--- src/rtl/sigarch_stream_fifo_if.sv ---
// AXI-stream style beat bus: data, byte keep, end-of-packet, valid/ready handshake.
interface sigarch_stream_fifo_if #(
    parameter int unsigned DATA_W = 32
) ();
    localparam int unsigned KEEP_W = DATA_W / 8;

    logic [DATA_W-1:0] data;
    logic [KEEP_W-1:0] keep;
    logic              last;
    logic              valid;
    logic              ready;

    modport transmitter (output data, keep, last, valid, input  ready);
    modport receiver    (input  data, keep, last, valid, output ready);
endinterface

--- src/rtl/sigarch_stream_fifo.sv ---
// Stream FIFO with first-word-fall-through egress, registered ingress ready and
// optional store-and-forward release (whole packet stored, or buffer full).
module sigarch_stream_fifo #(
    parameter int unsigned DEPTH       = 16,
    parameter int unsigned PACKET_MODE = 0,
    parameter int unsigned DATA_W      = 32
) (
    input  logic                        clk,
    input  logic                        rst_n,
    sigarch_stream_fifo_if.receiver     stream_in,
    sigarch_stream_fifo_if.transmitter  stream_out,
    output logic [$clog2(DEPTH):0]      level,
    output logic [$clog2(DEPTH):0]      pkt_count,
    output logic                        full,
    output logic                        empty
);
    localparam int unsigned AW     = $clog2(DEPTH);
    localparam int unsigned PW     = AW + 1;
    localparam int unsigned KEEP_W = DATA_W / 8;

    typedef struct packed {
        logic [DATA_W-1:0] data;
        logic [KEEP_W-1:0] keep;
        logic              last;
    } beat_t;

    typedef enum logic {
        ST_HOLD = 1'b0,
        ST_FWD  = 1'b1
    } state_e;

    beat_t           mem_q [DEPTH];
    logic [PW-1:0]   wr_ptr_q, wr_ptr_d;
    logic [PW-1:0]   rd_ptr_q, rd_ptr_d;
    logic [PW-1:0]   level_q, level_d;
    logic [PW-1:0]   pkt_q, pkt_d;
    logic            ready_q, ready_d;
    state_e          state_q;

    beat_t           head_c;
    logic            empty_c, full_c, full_next_c;
    logic            release_c, valid_c;
    logic            wr_fire_c, rd_fire_c;
    logic            pkt_inc_c, pkt_dec_c;

    // Pointer, occupancy and release bookkeeping for the current cycle.
    always_comb begin
        head_c      = mem_q[rd_ptr_q[AW-1:0]];
        empty_c     = (wr_ptr_q == rd_ptr_q);
        full_c      = (wr_ptr_q == (rd_ptr_q ^ PW'(DEPTH)));
        release_c   = (PACKET_MODE == 0) || (state_q == ST_FWD) || (pkt_q != '0) || full_c;
        valid_c     = !empty_c && release_c;
        wr_fire_c   = stream_in.valid && ready_q;
        rd_fire_c   = valid_c && stream_out.ready;
        pkt_inc_c   = wr_fire_c && stream_in.last;
        pkt_dec_c   = rd_fire_c && head_c.last;

        wr_ptr_d    = wr_ptr_q + PW'(wr_fire_c);
        rd_ptr_d    = rd_ptr_q + PW'(rd_fire_c);
        full_next_c = (wr_ptr_d == (rd_ptr_d ^ PW'(DEPTH)));
        ready_d     = !full_next_c;

        level_d = level_q;
        if (wr_fire_c && !rd_fire_c) begin
            level_d = level_q + PW'(1);
        end else if (rd_fire_c && !wr_fire_c) begin
            level_d = level_q - PW'(1);
        end

        pkt_d = pkt_q;
        if (pkt_inc_c && !pkt_dec_c) begin
            pkt_d = pkt_q + PW'(1);
        end else if (pkt_dec_c && !pkt_inc_c) begin
            pkt_d = pkt_q - PW'(1);
        end
    end

    always_ff @(posedge clk or negedge rst_n) begin
        if (!rst_n) begin
            wr_ptr_q <= '0;
            rd_ptr_q <= '0;
            level_q  <= '0;
            pkt_q    <= '0;
            ready_q  <= 1'b0;
        end else begin
            wr_ptr_q <= wr_ptr_d;
            rd_ptr_q <= rd_ptr_d;
            level_q  <= level_d;
            pkt_q    <= pkt_d;
            ready_q  <= ready_d;
        end
    end

    // Release state: FWD once a packet has started leaving, back to HOLD at its last beat.
    always_ff @(posedge clk or negedge rst_n) begin
        if (!rst_n) begin
            state_q <= ST_HOLD;
        end else if (rd_fire_c) begin
            state_q <= head_c.last ? ST_HOLD : ST_FWD;
        end
    end

    // Beat storage is intentionally left unreset.
    always_ff @(posedge clk) begin
        if (wr_fire_c) begin
            mem_q[wr_ptr_q[AW-1:0]] <= '{data: stream_in.data,
                                        keep: stream_in.keep,
                                        last: stream_in.last};
        end
    end

    assign stream_in.ready  = ready_q;
    assign stream_out.valid = valid_c;
    assign stream_out.data  = head_c.data;
    assign stream_out.keep  = head_c.keep;
    assign stream_out.last  = head_c.last;
    assign level            = level_q;
    assign pkt_count        = pkt_q;
    assign full             = full_c;
    assign empty            = empty_c;
endmodule
--- src/flat_wrapper.sv ---
// flat-port wrapper written by rule: the top's interface ports become plain ports
module sigarch_stream_fifo_flat 
#(
    parameter int unsigned DEPTH       = 16,
    parameter int unsigned PACKET_MODE = 0,
    parameter int unsigned DATA_W      = 32
)
  (clk, rst_n, level, pkt_count, full, empty, stream_in_data, stream_in_keep, stream_in_last, stream_in_valid, stream_in_ready, stream_out_data, stream_out_keep, stream_out_last, stream_out_valid, stream_out_ready);
  sigarch_stream_fifo_if #(.DATA_W(DATA_W)) stream_in_i ();
  sigarch_stream_fifo_if #(.DATA_W(DATA_W)) stream_out_i ();
  input  logic clk;
  input  logic rst_n;
  output logic [$clog2(DEPTH):0] level;
  output logic [$clog2(DEPTH):0] pkt_count;
  output logic full;
  output logic empty;
  input wire logic [$bits(stream_in_i.data)-1:0] stream_in_data;
  input wire logic [$bits(stream_in_i.keep)-1:0] stream_in_keep;
  input wire logic [$bits(stream_in_i.last)-1:0] stream_in_last;
  input wire logic [$bits(stream_in_i.valid)-1:0] stream_in_valid;
  output wire logic [$bits(stream_in_i.ready)-1:0] stream_in_ready;
  output wire logic [$bits(stream_out_i.data)-1:0] stream_out_data;
  output wire logic [$bits(stream_out_i.keep)-1:0] stream_out_keep;
  output wire logic [$bits(stream_out_i.last)-1:0] stream_out_last;
  output wire logic [$bits(stream_out_i.valid)-1:0] stream_out_valid;
  input wire logic [$bits(stream_out_i.ready)-1:0] stream_out_ready;
  assign stream_in_i.data = stream_in_data;
  assign stream_in_i.keep = stream_in_keep;
  assign stream_in_i.last = stream_in_last;
  assign stream_in_i.valid = stream_in_valid;
  assign stream_in_ready = stream_in_i.ready;
  assign stream_out_data = stream_out_i.data;
  assign stream_out_keep = stream_out_i.keep;
  assign stream_out_last = stream_out_i.last;
  assign stream_out_valid = stream_out_i.valid;
  assign stream_out_i.ready = stream_out_ready;
  sigarch_stream_fifo #(.DEPTH(DEPTH), .PACKET_MODE(PACKET_MODE), .DATA_W(DATA_W)) u_core (.clk(clk), .rst_n(rst_n), .stream_in(stream_in_i), .stream_out(stream_out_i), .level(level), .pkt_count(pkt_count), .full(full), .empty(empty));
endmodule
--- config.mk ---
export PLATFORM = sky130hd
export DESIGN_NAME = sigarch_stream_fifo_flat
export DESIGN_NICKNAME = d
export VERILOG_FILES = /design/src/rtl/sigarch_stream_fifo_if.sv /design/src/rtl/sigarch_stream_fifo.sv /design/src/flat_wrapper.sv
export SDC_FILE = /design/constraint.sdc
export NUM_CORES = 1
export LEC_CHECK = 0
export CORE_UTILIZATION = 50
export CTS_CLUSTER_DIAMETER = 200
export CTS_CLUSTER_SIZE = 40
export DETAILED_ROUTE_END_ITERATION = 8
export PLACE_DENSITY_LB_ADDON = 0.1
export RECOVER_POWER = 100
export SYNTH_ARGS = -nofsm -noshare
export SYNTH_HDL_FRONTEND = slang
export SYNTH_SLANG_ARGS = --single-unit
export TNS_END_PERCENT = 30
--- constraint.sdc ---
create_clock -name clk -period 5 [get_ports clk]
set_input_delay 1 -clock clk [delete_from_list [all_inputs] [get_ports clk]]
set_output_delay 1 -clock clk [all_outputs]
set_load 0.02 [all_outputs]
==> results of run 1 <==
-- synth_stat cells, types with 20 or more instances --
| cell type | count |
|---|---|
| edfxtp_1 | 592 |
| nand2_1 | 48 |
| xnor2_1 | 20 |
| mux2_2 | 25 |
| a21oi_1 | 40 |
| o21ai_0 | 64 |
| mux2i_1 | 111 |
| a22oi_1 | 36 |
| dfrtp_1 | 21 |
| mux4_2 | 76 |
| a221oi_2 | 34 |
| clkbuf_1 | 24 |
-- logic make-up after synthesis --
logic type	Yosys count	synth area share
mux	224	0.134
flops	613	0.752
compound gates	194	0.0587
fa+ha+maj	14	0.00781
xor+xnor	26	0.00935
simple gates	86	0.0151
buf+inv	76	0.0234
-- cell type report --
type                            count  area [um^2]
Sequential cell                   613        18300
Multi-Input combinational cell    544         5510
Inverter                            8         30.0
Timing Repair Buffer              138         1240
Tap cell                          615          769
Clock inverter                      1         30.0
Clock buffer                       32          524
Fill cell                        3719        21400
-- layer usage --
metal,wire (um),vias to the layer above
met4,582,4
li1,-,5150
met2,25200,200
met3,1830,39
met5,27,-
met1,23200,6133
-- worst reg2reg max path: cells and delay by family, from the launching register on --
family                 cells  cell delay (ns)
buffers and inverters      1             1.27
and+or+nand+nor            2             1.84
DFF                        1             0.59
-- flip-flops by register name, indices dropped and copies added (netlist names) --
register and count:
u_core.stream_in.ready 1, u_core.mem_q 592, u_core.level 5, u_core.rd_ptr_q 5, u_core.pkt_count 5, u_core.wr_ptr_q 5
-- power groups by stage --
stage | combinational (mW) | clock, mW | sequential [mW]
after floorplan | 4.21 | 0 | 6.55
after detailed placement | 5.99 | 0 | 6.77
after CTS | 6.00 | 2.25 | 6.65
after global routing | 6.13 | 2.40 | 6.71
final | 5.68 | 2.19 | 6.65
after global placement | 5.96 | 0 | 6.75
-- final timing paths --
check | cells past startpoint | slack (ns) | endpoint
min in group asynchronous | 2 | 1.20 | u_core.wr_ptr_q[0]$_DFF_PN0_
setup reg to reg | 3 | 0.87 | u_core.mem_q[7][28]$_DFFE_PP_
setup / recovery | 6 | 0.29 | u_core.mem_q[7][28]$_DFFE_PP_
hold / removal | 1 | 0.47 | u_core.pkt_count[4]$_DFFE_PN0P_
hold reg to reg | 1 | 0.47 | u_core.pkt_count[4]$_DFFE_PN0P_
max in group asynchronous | 2 | 2.89 | u_core.rd_ptr_q[1]$_DFF_PN0_
-- stage by stage --
stage | setup slack [ns] | power (mW)
finish | 0.294 | 14.5
global route | 0.220 | 15.2
global placement | 1.23 | 12.7
detailed placement | 1.23 | 12.8
floorplan | 0.541 | 10.8
CTS | 0.566 | 14.9
==> key figures, run 1 <==
Outcome
  – Status: finished, violations left
  – Violated checks: max-capacitance violations, max-slew violations

Placement
  – Routability cong.: around 0.76
  – PortBufs: roughly 90
  – Post-DP HPWL: 28800 um
  – Placed Cells: roughly 1900
  – Placed inst area: 0.0261 mm^2

Synth
  – Most used DFF post-synth: edfxtp_1
  – Top cells by area, synth: edfxtp_1 (73%), mux4_2 (7.0%), mux2i_1 (4.6%)
  – Yosys Warn Count: 0
  – Synth Instances: around 1200
  – Synth top area share: 0.730
  – Ys async rst share: 0.0343
  – Post-Synthesis Net Count: 1288
  – Synth Register Bits: around 610
  – Synth area leader: edfxtp_1
  – Cell Area, Synth: about 0.024 mm^2
  – Sequential fraction of the synthesis area: 0.752
  – Yosys cell types: 42
  – Synth Area per Inst: between 15 and 20 um^2
  – Count of flip-flops with a built-in enable after synthesis: approximately 590

Clocking
  – Hold-fix buffers at CTS: 0
  – Worst-case clock buffer depth: 3
  – Total CTS buffers: 19
  – Root buffer cell: clkbuf_16
  – CTS Sinks: a little over 600
  – Clock Latency Late Sink: just under 0.6 ns
  – H-tree levels: 1
  – Post-CTS setup buffer count: 0
  – Post-CTS Resized: 0
  – CTS tree: done
  – Worst-path clk slew: ~0.14 ns

Global route
  – Pin count of the biggest net entering global routing: 60
  – Met2 Resource Use GR: 0.352
  – First-pass GRT wire length: 76000 um
  – GRT Total Usage: 0.207
  – Gr busiest metal: met2
  – Vias in the first global route: 11700
  – GR met3 Demand/Resource: 0.0222
  – Initial antenna violation count: 3
  – GRT overflow: 0
  – GR Layer Usage met1: 0.295

STA
  – Crit share post-route: 0.941
  – Final Max Tran Viols: 323
  – Final Hold Fails: 0
  – Skew final: 0.0433 ns
  – Setup violators final: 0
  – F_max: around 210 MHz
  – Hold slack final: 0.473 ns
  – Worst-margin pin slew: 2.86 ns
  – Max_slew headroom: -0.906
  – Tmin final: 4.71 ns
  – RSZ-0062 raised after global routing: no
  – Setup_tns: 0 ns

Floorplan
  – Die H: about 220 um
  – Die area: ~0.05 mm^2
  – Core area: 0.0478 mm^2
  – I/O pin cnt: 92
  – Rows: 80
  – Initial Util: 0.509
  – Die X: 223 um

Power and ir drop
  – Switch Pwr: 5.10 mW
  – Comb pwr share: 0.391
  – Peak supply drop: 0.000278 V
  – PD cells: 550 mW/mm^2
  – Pleak: 8.58 nW
  – Sequential share of power: 0.458
  – Internal power: 9.43 mW
  – Clock Power Share: 0.151
  – Net Sw Frac: 0.351

Setup path
  – Crit-path leading delay family: simple AND/OR/NAND/NOR gates
  – WS Path Type: primary input to flip-flop
  – Crit path max fanout: 21
  – Reg-to-reg startpoint: u_core.wr_ptr_q[1]$_DFF_PN0_
  – Worst EP required: 5.19 ns
  – Crit path launch: stream_in_valid
  – Cell Chain, Critical Path: dlygate4sd3_1 > nand2_1 > nor2_1 > nand2_1 > nor2_1 > dlymetal6s2s_1
  – Setup crit start kind: primary input
  – Capturing element type of the critical path: flip-flop
  – CP Data Arrival Time: 4.90 ns
  – Crit-path slowest cell: nor2_1
  – CP peak stage delay: 1.62 ns
  – Buf+Inv Stages, Crit Path: 2

Routing
  – Initial DRC Count: 1044
  – DRC: 0
  – WL per Instance: 26.1 um
  – Vias/cell: 5.91
  – Overall routed net length: 50900 um
  – Drt first pass iters: 6
  – Routed vias: 11500
  – Post-route ant nets: 0

Final layout
  – Most common cell after layout, fill and taps aside: edfxtp_1
  – Most frequent cells in the layout: edfxtp_1 (592), mux2i_1 (111), dlygate4sd3_1 (84), mux4_2 (76), o21ai_0 (64)
  – Non-Filler Instances: 1951
  – Final Util: 0.552
  – # diodes: 0
  – Area Growth Syn to Fin: 8.52%
  – Design Area, Final: 0.0264 mm^2
  – Layout net count: approximately 1400
  – Fraction of layout cells with a size suffix above 1: 0.147

Run
  – Max Cap Viol: 16

Hold path
  – Hold_sp: u_core.pkt_count[4]$_DFFE_PN0P_
  – Worst min path class: flip-flop to flip-flop
(Power assumes the default switching activity.)
==> run 2: changes to the inputs <==
--- a/config.mk
+++ b/config.mk
@@ -8,3 +8,2 @@
 export CORE_UTILIZATION = 50
-export CTS_CLUSTER_DIAMETER = 200
 export CTS_CLUSTER_SIZE = 40
--- a/constraint.sdc
+++ b/constraint.sdc
@@ -3,2 +3,2 @@
 set_output_delay 1 -clock clk [all_outputs]
-set_load 0.02 [all_outputs]
+set_load 0.005 [all_outputs]
==> run 2 against run 1 <==
The run still ends with max-capacitance violations, max-slew violations left. Core utilization is 2.7 points higher. Non-clock buffer count fell by 4. Via count grew 2.5%. Clock power rose by 96%. Register-to-register slack improved by 0.17 ns. Critical path type is now flip-flop to output port. Largest cell class unchanged.
==> key figures, run 2 (synthesized netlist as in run 1, its figures left out) <==
Outcome
  – Status: finished, violations left
  – Violated checks: max-capacitance violations, max-slew violations

STA
  – Skew final: 0.0146 ns
  – Final Hold Fails: 0
  – Max_slew headroom: -0.701
  – RSZ-0062 raised after global routing: no
  – Final Max Tran Viols: 282
  – Setup_tns: 0 ns
  – Worst-margin pin slew: 2.55 ns
  – Tmin final: about 4.5 ns
  – Setup violators final: 0
  – Crit share post-route: 0.904
  – F_max: between 200 and 250 MHz

Power and ir drop
  – Peak supply drop: 0.000285 V
  – PD cells: 588 mW/mm^2
  – Post-layout total power: 16.3 mW
  – Pleak: between 9 and 10 nW

Routing
  – DRC: 0
  – Vias/cell: 5.84
  – Routed vias: approximately 12000
  – Initial DRC Count: 901
  – WL per Instance: 26.2 um
  – Drt first pass iters: 5
  – Overall routed net length: around 53000 um
  – Post-route ant nets: 0

Setup path
  – Capturing element type of the critical path: output port
  – Setup crit start kind: flip-flop
  – CP Data Arrival Time: 3.52 ns
  – Crit path max fanout: 41
  – Worst EP required: 4.00 ns
  – WS Path Type: flip-flop to output port

Global route
  – Pin count of the biggest net entering global routing: between 70 and 80
  – Vias in the first global route: 12000
  – GR met3 Demand/Resource: 0.0324
  – GRT Total Usage: 0.217
  – Gr busiest metal: met2
  – GR Layer Usage met1: 0.311
  – GRT overflow: 0
  – Initial antenna violation count: 3
  – First-pass GRT wire length: 78400 um
  – Met2 Resource Use GR: 0.350

Floorplan
  – Die X: 223 um
  – Die area: around 0.050 mm^2
  – Rows: 80
  – Initial Util: 0.509
  – Core area: approximately 0.048 mm^2
  – Die H: 223 um
  – I/O pin cnt: 92

Clocking
  – Root buffer cell: clkbuf_16
  – Post-CTS setup buffer count: 0
  – CTS tree: done
  – Worst-path clk slew: 0.06 ns
  – Post-CTS Resized: 0
  – Hold-fix buffers at CTS: 0
  – Clock Latency Late Sink: 0.62 ns
  – Worst-case clock buffer depth: 3
  – CTS Sinks: 613
  – H-tree levels: 2
  – Total CTS buffers: 61

Placement
  – PortBufs: 91
  – Routability cong.: 0.759
  – Post-DP HPWL: 28200 um

Final layout
  – # diodes: 0
  – Fraction of layout cells with a size suffix above 1: 0.182
  – Sequential cell area: 0.0183 mm^2
  – Max reg flops: a little under 600
  – Area Growth Syn to Fin: 13.8%
  – Fillcell total: 3603
  – Most common cell after layout, fill and taps aside: edfxtp_1
  – Layout net count: 1417
  – Multi-input logic area: 0.00548 mm^2
  – Most frequent cells in the layout: edfxtp_1 (592), mux2i_1 (111), mux4_2 (76), dlygate4sd3_1 (73), o21ai_0 (65)

Hold path
  – Worst min path class: flip-flop to flip-flop

Run
  – Max Cap Viol: 13
-- run 2: cell types whose count changed in the layout (fill, tap and decap cells not counted), sizes merged, moves of 2 or more --
cell | previous run | this run
buf | 19 | 17
bufinv | 0 | 3
clkbuf | 58 | 108
clkdlybuf4s50 | 7 | 18
clkinv | 1 | 20
dlygate4sd3 | 84 | 73
-- run 2: worst paths after layout --
check	start	depth (start not counted)	end	slack (ns)
min in group asynchronous	rst_n	2	u_core.pkt_count[3]$_DFFE_PN0P_	1.20
min reg2reg	u_core.pkt_count[4]$_DFFE_PN0P_	1	u_core.pkt_count[4]$_DFFE_PN0P_	0.46
min	u_core.pkt_count[4]$_DFFE_PN0P_	1	u_core.pkt_count[4]$_DFFE_PN0P_	0.46
max in group asynchronous	rst_n	2	u_core.rd_ptr_q[1]$_DFF_PN0_	2.86
max reg2reg	u_core.wr_ptr_q[2]$_DFF_PN0_	3	u_core.mem_q[1][21]$_DFFE_PP_	1.04
max	u_core.rd_ptr_q[0]$_DFF_PN0_	7	stream_out_data[11]	0.48
-- run 2: worst max-delay path, cell delays in order (launching register included) --
cell           delay [ns]
dfrtp_2              0.97
buf_12               0.37
mux2_2               0.37
o21ai_0              0.13
a21oi_1              0.08
a22oi_1              0.16
nand2_1              0.16
dlygate4sd3_1        0.62
-- run 2: report_power, final --
| group | internal, mW | leakage (nW) | switching (mW) | total [mW] |
|---|---|---|---|---|
| logic | 2.46 | 2.72 | 2.95 | 5.41 |
| clock network | 2.45 | 0.909 | 1.84 | 4.29 |
| registers | 6.28 | 5.59 | 0.315 | 6.59 |
-- run 2: area by class of cell --
type                            instances  share of cell area
Clock inverter                         25             0.00713
Inverter                                8             0.00108
Clock buffer                           83              0.0596
Timing Repair Buffer                  134              0.0457
Tap cell                              615              0.0278
Sequential cell                       613               0.661
Multi-Input combinational cell        544               0.198
-- run 2: per-layer routing --
layer / vias to the layer above / part of all wire
met4: 6 / 0.018
met3: 75 / 0.041
met5: - / 0.00066
met2: 257 / 0.48
met1: 6208 / 0.46
li1: 5269 / -
-- run 2: through the flow --
step | hold slack (ns) | area [um^2] | utilization | setup WS (ns) | cells
finish | 0.462 | 27700 | 0.579 | 0.479 | 2022
floorplan | 0.465 | 24400 | - | 0.548 | 1233
detailed placement | 0.457 | 26100 | 0.546 | 1.34 | 1914
CTS | 0.468 | 28000 | 0.585 | 0.725 | 2022
global route | 0.489 | 27700 | 0.579 | 0.322 | 2022
global placement | 0.458 | 26100 | 0.546 | 1.42 | 1914
==> run 3: changes to the inputs <==
clock period = 4.95 ns   (was 5 ns; I/O delays follow)
==> run 3 against run 2 <==
The run still ends with max-capacitance violations, max-slew violations left. Sequential share of layout area shrank 0.12 points. Core utilization rose by 0.11 points. First-iteration DRC count grew 0.33%. Sequential power up 3%. Register-to-register slack worse by 0.13 ns. Via count decreased by 0.49%. Cell area increased by 0.19%. Critical path type unchanged. Largest cell class unchanged. Largest power group unchanged.
==> key figures, run 3 (synthesized netlist as in run 1, its figures left out) <==
Setup path
  – Setup crit start kind: flip-flop
  – Crit path max fanout: 27
  – Cell Chain, Critical Path: buf_4 > mux4_2 > nor2b_1 > a211oi_1 > a21oi_1 > dlygate4sd3_1
  – CP peak stage delay: 0.80 ns
  – Crit-path leading delay family: buffers and inverters
  – Buf+Inv Stages, Crit Path: 2
  – Reg-to-Reg End: u_core.pkt_count[4]$_DFFE_PN0P_
  – Worst Reg-to-Reg Cells: 14
  – Worst setup endpoint: stream_out_last
  – Flop-to-flop setup slack: 0.91 ns
  – Crit-path slowest cell: dfrtp_1
  – Reg-to-reg startpoint: u_core.rd_ptr_q[2]$_DFF_PN0_
  – Worst EP required: between 3 and 4 ns
  – CP Depth: 6
  – Crit path launch: u_core.rd_ptr_q[2]$_DFF_PN0_
  – Capturing element type of the critical path: output port
  – CP Data Arrival Time: 3.64 ns
  – WS Path Type: flip-flop to output port

Power and ir drop
  – Pleak: ~9 nW
  – Internal power: about 11 mW
  – Comb pwr share: 0.320
  – Sequential share of power: 0.408
  – PD cells: 598 mW/mm^2
  – Peak supply drop: between 0.0003 and 0.0004 V
  – Net Sw Frac: 0.312
  – Switch Pwr: 5.17 mW
  – Clock Power Share: 0.272

Routing
  – Routed vias: about 12000
  – Overall routed net length: between 50000 and 60000 um
  – Drt first pass iters: 5
  – Post-route ant nets: 0
  – Vias/cell: 5.83
  – WL per Instance: between 20 and 30 um
  – DRC: 0
  – Initial DRC Count: 904

Clocking
  – Post-CTS Resized: 0
  – Post-CTS setup buffer count: 0
  – CTS Sinks: about 600
  – CTS tree: done
  – Root buffer cell: clkbuf_16
  – H-tree levels: 2
  – Worst-case clock buffer depth: 3
  – Hold-fix buffers at CTS: 0
  – Total CTS buffers: 60
  – Clock Latency Late Sink: 0.62 ns
  – Worst-path clk slew: 0.06 ns

Final layout
  – Non-Filler Instances: 2018
  – Area Growth Syn to Fin: 14.0%
  – Final Util: 0.580
  – Most frequent cells in the layout: edfxtp_1 (592), mux2i_1 (111), mux4_2 (76), dlygate4sd3_1 (75), o21ai_0 (64)
  – Fraction of layout cells with a size suffix above 1: 0.190
  – Layout net count: 1410
  – Max reg flops: 592
  – Fillcell total: 3603
  – Most common cell after layout, fill and taps aside: edfxtp_1

STA
  – Tmin final: 4.63 ns
  – Crit share post-route: 0.935
  – RSZ-0062 raised after global routing: no
  – F_max: 216 MHz
  – Worst-margin pin slew: 3.20 ns
  – Setup violators final: 0
  – Setup_tns: 0 ns
  – Skew final: around 0.021 ns
  – Final Hold Fails: 0
  – Max_slew headroom: -1.13
  – Final Max Tran Viols: 318

Global route
  – Vias in the first global route: roughly 12000
  – Pin count of the biggest net entering global routing: 65
  – GRT Total Usage: 0.219
  – Initial antenna violation count: 4
  – GRT overflow: 0
  – First-pass GRT wire length: 79100 um

Floorplan
  – Core area: 0.0478 mm^2
  – I/O pin cnt: 92
  – Initial Util: 0.509
  – Die area: 0.0496 mm^2
  – Die X: 223 um
  – Die H: 223 um
  – Rows: 80

Hold path
  – Worst min path class: flip-flop to flip-flop

Outcome
  – Status: finished, violations left
  – Violated checks: max-capacitance violations, max-slew violations

Placement
  – Routability cong.: 0.752
  – Post-DP HPWL: 26900 um
  – PortBufs: 91
  – Placed Cells: 1908

Run
  – Max Cap Viol: 12
-- run 3: cell types whose count changed in the layout (fill, tap and decap cells not counted), moves of 2 or more --
cell	delta
buf_12	-6
clkdlybuf4s50_1	-2
clkbuf_2	+3
nor2_1	-6
clkinv_2	-2
clkbuf_8	+4
clkbuf_1	-12
dlygate4sd3_1	+2
bufinv_16	+3
buf_4	+4
clkinv_1	+2
dfrtp_2	-2
nor2_4	+6
-- run 3: metrics by stage --
stage | setup slack [ns] | hold slack, ns | instance area [um^2] | power [mW]
finish | 0.320 | 0.456 | 27800 | 16.6
global route | 0.230 | 0.487 | 27800 | 17.4
CTS | 0.572 | 0.470 | 27900 | 17.0
detailed placement | 1.25 | 0.457 | 26000 | 12.4
global placement | 1.22 | 0.455 | 26000 | 12.4
floorplan | 0.508 | 0.465 | 24400 | 10.4
-- run 3: layout make-up --
type | count | area [um^2] | share of cell area
timing repair buffer | 128 | 1160 | 0.0420
antenna | 1 | 2.50 | 0.0000901
clock buffer | 81 | 1660 | 0.0599
tap | 615 | 769 | 0.0277
multi-input combinational | 544 | 5530 | 0.199
sequential | 613 | 18300 | 0.660
inverter | 8 | 30.0 | 0.00108
clock inverter | 28 | 293 | 0.0105
-- run 3: worst min-delay path by stage --
stage,from,end,slack [ns],cells past startpoint
6_report,u_core.pkt_count[4]$_DFFE_PN0P_,u_core.pkt_count[4]$_DFFE_PN0P_,0.46,1
5_1_grt,u_core.pkt_count[4]$_DFFE_PN0P_,u_core.pkt_count[4]$_DFFE_PN0P_,0.49,1
4_1_cts,u_core.pkt_count[4]$_DFFE_PN0P_,u_core.pkt_count[4]$_DFFE_PN0P_,0.47,1
3_5_place_dp,u_core.pkt_count[4]$_DFFE_PN0P_,u_core.pkt_count[4]$_DFFE_PN0P_,0.46,1
3_3_place_gp,u_core.pkt_count[4]$_DFFE_PN0P_,u_core.pkt_count[4]$_DFFE_PN0P_,0.46,1
2_1_floorplan,u_core.pkt_count[4]$_DFFE_PN0P_,u_core.pkt_count[4]$_DFFE_PN0P_,0.46,1
-- run 3: per-layer routing --
layer  wire (um)  vias to the layer above  GRT usage
li1            -                     5268          -
met1       23400                     6130      0.307
met2       25900                      263      0.360
met3        2330                       92     0.0311
met4        1210                        4     0.0638
met5          23                        -          0
-- run 3: power groups by stage --
stage	logic [mW]	registers [mW]	clock network, mW
2_1_floorplan	3.86	6.57	0
3_3_place_gp	5.53	6.85	0
3_5_place_dp	5.55	6.87	0
4_1_cts	5.58	6.77	4.61
5_1_grt	5.75	6.84	4.78
6_report	5.30	6.77	4.52
